===== src/rtl/xor_descrambler_if.sv =====
// Word-stream bundle for the descrambler: scrambled words in, plaintext words out.
// Both directions use a valid/ready handshake.
interface xor_descrambler_if #(
   parameter int N = 32
);
   logic         in_valid;
   logic [N-1:0] in_data;
   logic         in_ready;
   logic         out_valid;
   logic [N-1:0] out_data;
   logic         out_ready;

   modport slave (
      input  in_valid, in_data, out_ready,
      output in_ready, out_valid, out_data
   );

   modport master (
      output in_valid, in_data, out_ready,
      input  in_ready, out_valid, out_data
   );
endinterface


===== src/rtl/xor_descrambler.sv =====
// Additive descrambler. A 32-bit Galois LFSR regenerates the transmitter keystream,
// and each accepted word is XORed with it into a registered valid/ready output stage.
module xor_descrambler #(
   parameter int          N     = 32,
   parameter logic [31:0] TAPS  = 32'h80200003,
   parameter int          CNT_W = 16
) (
   input  logic             clk,
   input  logic             rst,
   input  logic             seed_valid,
   input  logic [31:0]      seed,
   xor_descrambler_if.slave stream,
   output logic             locked,
   output logic [CNT_W-1:0] word_count
);

   typedef enum logic {UNSEEDED, RUN} state_t;

   state_t       state;
   logic [31:0]  lfsr;
   logic         out_valid;
   logic [N-1:0] out_data;
   logic         in_ready;
   logic         accept;

   // A seed load takes the cycle, so the source holds its word.
   assign in_ready = locked && !seed_valid && (!out_valid || stream.out_ready);
   assign accept   = stream.in_valid && in_ready;

   assign stream.in_ready  = in_ready;
   assign stream.out_valid = out_valid;
   assign stream.out_data  = out_data;

   always_ff @(posedge clk or posedge rst) begin
      if (rst) begin
         state      <= UNSEEDED;
         lfsr       <= 32'h00000001;
         out_valid  <= 1'b0;
         out_data   <= '0;
         locked     <= 1'b0;
         word_count <= '0;
      end else begin
         if (out_valid && stream.out_ready)
            out_valid <= 1'b0;

         if (accept) begin
            out_valid <= 1'b1;
            out_data  <= stream.in_data ^ lfsr[N-1:0];
            lfsr      <= (lfsr >> 1) ^ (lfsr[0] ? TAPS : 32'h0);
            if (word_count != {CNT_W{1'b1}})
               word_count <= word_count + 1'b1;
         end

         // An all-zero seed would lock the LFSR at zero forever.
         if (seed_valid) begin
            lfsr       <= (seed == 32'h0) ? 32'h00000001 : seed;
            word_count <= '0;
            locked     <= 1'b1;
         end

         case (state)
            UNSEEDED: if (seed_valid) state <= RUN;
            RUN:      state <= RUN;
            default:  state <= UNSEEDED;
         endcase
      end
   end

endmodule


===== src/flat_wrapper.sv =====
// flat-port wrapper written by rule: the top's interface ports become plain ports
module xor_descrambler_flat 
#(
   parameter int          N     = 32,
   parameter logic [31:0] TAPS  = 32'h80200003,
   parameter int          CNT_W = 16
)
  (clk, rst, seed_valid, seed, locked, word_count, stream_in_valid, stream_in_data, stream_out_ready, stream_in_ready, stream_out_valid, stream_out_data);
  xor_descrambler_if #(.N(N)) stream_i ();
  input  logic clk;
  input  logic rst;
  input  logic seed_valid;
  input  logic [31:0] seed;
  output logic locked;
  output logic [CNT_W-1:0] word_count;
  input wire logic [$bits(stream_i.in_valid)-1:0] stream_in_valid;
  input wire logic [$bits(stream_i.in_data)-1:0] stream_in_data;
  input wire logic [$bits(stream_i.out_ready)-1:0] stream_out_ready;
  output wire logic [$bits(stream_i.in_ready)-1:0] stream_in_ready;
  output wire logic [$bits(stream_i.out_valid)-1:0] stream_out_valid;
  output wire logic [$bits(stream_i.out_data)-1:0] stream_out_data;
  assign stream_i.in_valid = stream_in_valid;
  assign stream_i.in_data = stream_in_data;
  assign stream_i.out_ready = stream_out_ready;
  assign stream_in_ready = stream_i.in_ready;
  assign stream_out_valid = stream_i.out_valid;
  assign stream_out_data = stream_i.out_data;
  xor_descrambler #(.N(N), .TAPS(TAPS), .CNT_W(CNT_W)) u_core (.clk(clk), .rst(rst), .seed_valid(seed_valid), .seed(seed), .stream(stream_i), .locked(locked), .word_count(word_count));
endmodule

===== config.mk =====
export PLATFORM = sky130hd
export DESIGN_NAME = xor_descrambler_flat
export DESIGN_NICKNAME = d
export VERILOG_FILES = /design/src/rtl/xor_descrambler_if.sv /design/src/rtl/xor_descrambler.sv /design/src/flat_wrapper.sv
export SDC_FILE = /design/constraint.sdc
export NUM_CORES = 1
export LEC_CHECK = 0
export ABC_CLOCK_PERIOD_IN_PS = 2800
export CAP_MARGIN = 40
export CORE_AREA = 2 2 100 102
export CTS_CLUSTER_SIZE = 40
export DETAILED_ROUTE_END_ITERATION = 10
export DIE_AREA = 0 0 102 104
export HOLD_SLACK_MARGIN = 0.05
export PLACE_DENSITY = 0.75
export SLEW_MARGIN = 20
export SYNTH_ARGS = -nofsm -noshare
export SYNTH_HDL_FRONTEND = slang
export SYNTH_SLANG_ARGS = --single-unit

===== constraint.sdc =====
create_clock -name clk -period 2.8 [get_ports clk]
set_input_delay 0.56 -clock clk [delete_from_list [all_inputs] [get_ports clk]]
set_output_delay 0.56 -clock clk [all_outputs]
set_load 0.03 [all_outputs]

==> results of run 1 <==
-- metal layers --
metal | part of all wire, % | GRT usage (%) | vias to the layer above
li1 | - | - | 1592
met5 | 0 | 0 | -
met4 | 1.9 | 7.43 | 0
met3 | 4.9 | 3.76 | 16
met2 | 47 | 28.1 | 95
met1 | 46 | 26.5 | 1538
-- cells by family after synthesis --
logic type | Yosys count
and+or+nand+nor | 120
DFF | 82
xor gates and xnor gates | 46
adders and majority gates | 1
buffers and inverters | 28
muxes | 30
AOI/OAI and AO/OA | 86
-- sequential cells by signal (all words and copies together) (netlist names) --
name and count:
u_core.locked 1, u_core.word_count 16, u_core.lfsr 32, u_core.stream.out_data 32, u_core.stream.out_valid 1
-- metrics by stage --
step | instances | utilization [%] | instance area [µm²]
after floorplan | 393 | - | 3920
after global placement | 631 | 55.1 | 5270
after detailed placement | 631 | 55.1 | 5270
after CTS | 643 | 56.7 | 5410
after global routing | 643 | 56.7 | 5410
final | 643 | 56.7 | 5410
-- layout make-up --
| class | count | area [µm²] |
|---|---|---|
| clock buffer | 11 | 141 |
| clock inverter | 1 | 5.00 |
| fill | 833 | 4140 |
| inverter | 6 | 23.8 |
| multi-input combinational | 283 | 1750 |
| sequential | 82 | 2050 |
| tap | 133 | 166 |
| timing repair buffer | 127 | 1270 |
-- final timing paths --
kind                                                     endpoint  cells past startpoint  slack [ns]
max in group asynchronous              u_core.lfsr[0]$_DFFE_PP1P_                      3        1.69
max reg2reg                      u_core.word_count[1]$_DFFE_PP0P_                      6        0.71
min reg2reg                u_core.stream.out_data[22]$_DFFE_PP0P_                      2        0.53
min in group clk           u_core.stream.out_data[22]$_DFFE_PP0P_                      2        0.53
min                                   u_core.lfsr[25]$_DFFE_PP0P_                      2        0.45
max                                               stream_in_ready                      4        0.22
-- cells in the mapped netlist, types with 3 or more instances --
cell type / instances
buf_2: 7
o21ai_1: 11
nor3_1: 8
dfrtp_1: 81
inv_1: 6
clkbuf_1: 13
nand3_1: 5
a21oi_1: 35
o21ai_0: 33
nand2_1: 38
xnor2_1: 45
nor4_1: 10
nand4_1: 3
nor2_1: 39
mux2i_1: 30
and3_1: 4
-- where the power goes --
part / total (mW) / leakage, nW / internal [mW] / switching [mW]
registers: 1.46 / 0.983 / 1.34 / 0.114
logic: 0.910 / 1.12 / 0.433 / 0.477
clock network: 0.708 / 0.0770 / 0.326 / 0.382
==> run summary, run 1 <==
Most common cell after layout, fill and taps aside - clkdlybuf4s50_1
DRT Pass-1 Iters - 4
Clock Latency Late Sink - 0.34 ns
Post-CTS Setup Inserts - 0
Critical Path RT - 2.24 ns
Sequential share of the synthesized area - 52.3%
Max-slew violations - 0
CTS clk-pin slew, worst paths - 0.08 ns
Cells after Synth - 393
Status - complete, no violations
CTS buffer count - 9
Unrepaired setup endpoints after global routing - false
Chip width - 102 µm
Top Ports - 120
Type of the worst min-delay path - input pin to async pin
Pre-CTS WS - 0.233 ns
Worst setup path startpoint - stream_out_ready
Critical Path Start Type - input pin
Max Clock Freq - 0.387 GHz
Yosys top cell by area - dfrtp_1
Port Buffers - 119
Mux share of post-synthesis cell area - 7.66%
Total GRT Usage - 18.8%
Fraction of layout cells with a size suffix above 1 - 5.49%
Synthesized area per cell - 9.98 µm²
ANT nets after route - 0
Area grow syn2layout - 38.0%
Nets@finish - 579
Synth top area share - 51.7%
Number of synthesized flops with an enable pin - 0
Period utilization - 92.2%
Die area - 10600 µm²
Largest net degree at the start of global routing - 81
Max incr delay on CP - 0.66 ns
Vias in the first global route - 3262
R2R Path Start - u_core.word_count[0]$_DFFE_PP0P_
Synth Area in Compound Gates - 11.6%
Per-cell routed wire length - 14.8 µm
Initial DRC Count - 88
Final-report setup violation count - 0
Critical Path AT - 2.02 ns
Vias per Instance - 5.04
Synth Area in XOR/XNOR - 10.3%
Flops & latches, synth - 82
Critical Path, Cell by Cell - clkdlybuf4s50_1, nand2b_1, and3_1, clkdlybuf4s50_1
Total power - 3.08 mW
Pwr Density - 568 nW/µm²
# diodes - 0
Final wirelength - 9530 µm
First-pass GRT wire length - 15800 µm
Combinational family with the most area after synthesis - simple AND/OR/NAND/NOR gates
Post-synth top flop - dfrtp_1
Final hold violations - 0
Gpl congestion - 0.834
CTS resizes - 0
Clock sink total - 82
Worst-case headroom to the max-slew limit - 52.9%
Die H - 104 µm
Vias - 3241
CP most frequent cell - clkdlybuf4s50_1
Synthesized cell area - 3920 µm²
Synth top area cells - dfrtp_1 52%, xnor2_1 10%, mux2i_1 7.7%
Setup slack after layout - 0.219 ns
VDD IR max - 0.000181 V
Fraction of registers with async set/reset - 100%
Sum of buffers and inverters on the critical path - 2
Final setup skew - 0.00714 ns
HPWL Detailed - 6840 µm
Num rows - 36
Root buffer cell - clkbuf_8
H-Tree Depth - 3
Netlist cell types - 38
Initial antenna violation count - 0
Slowest cell on the critical path - clkdlybuf4s50_1
CTS tree - yes
# DRC - 0
YS warnings - 0
Leakage power - 2.18 nW
Initial Utilization - 41.1%
Hold WS - 0.451 ns
CTS Hold Bufs - 0
TNS Setup - 0 ns
Setup CP Type - input pin to primary output
Commonest cells after routing, fill and taps aside - 118 x clkdlybuf4s50_1, 81 x dfrtp_1, 45 x xnor2_1
Critical path fanouts, max - 4
Mapped Nets - 463
Slew @ Worst Pin - 0.706 ns
Share of synthesized cell area in full adder, half adder and majority cells - 0.319%
Synth Area in Simple Gates - 14.5%
Max Cap Violations - 0
GRT overflow - 0
Max Buffers Root-to-Sink - 2
Kind of cell adding the most delay to the critical path - buffers and inverters
CP Capture Type - primary output
Core ar. - 9550 µm²
Final min period - 2.58 ns
No activity file was read; power rests on OpenSTA's default activity.
==> run 2: changes to the inputs <==
--- a/config.mk
+++ b/config.mk
@@ -6,7 +6,7 @@
 export NUM_CORES = 1
 export LEC_CHECK = 0
 export ABC_CLOCK_PERIOD_IN_PS = 2800
-export CAP_MARGIN = 40
+export CAP_MARGIN = 20
 export CORE_AREA = 2 2 100 102
 export CTS_CLUSTER_SIZE = 40
 export DETAILED_ROUTE_END_ITERATION = 10
==> results of run 2 <==
Final layout, timing and power as in run 1 (identical DEF).
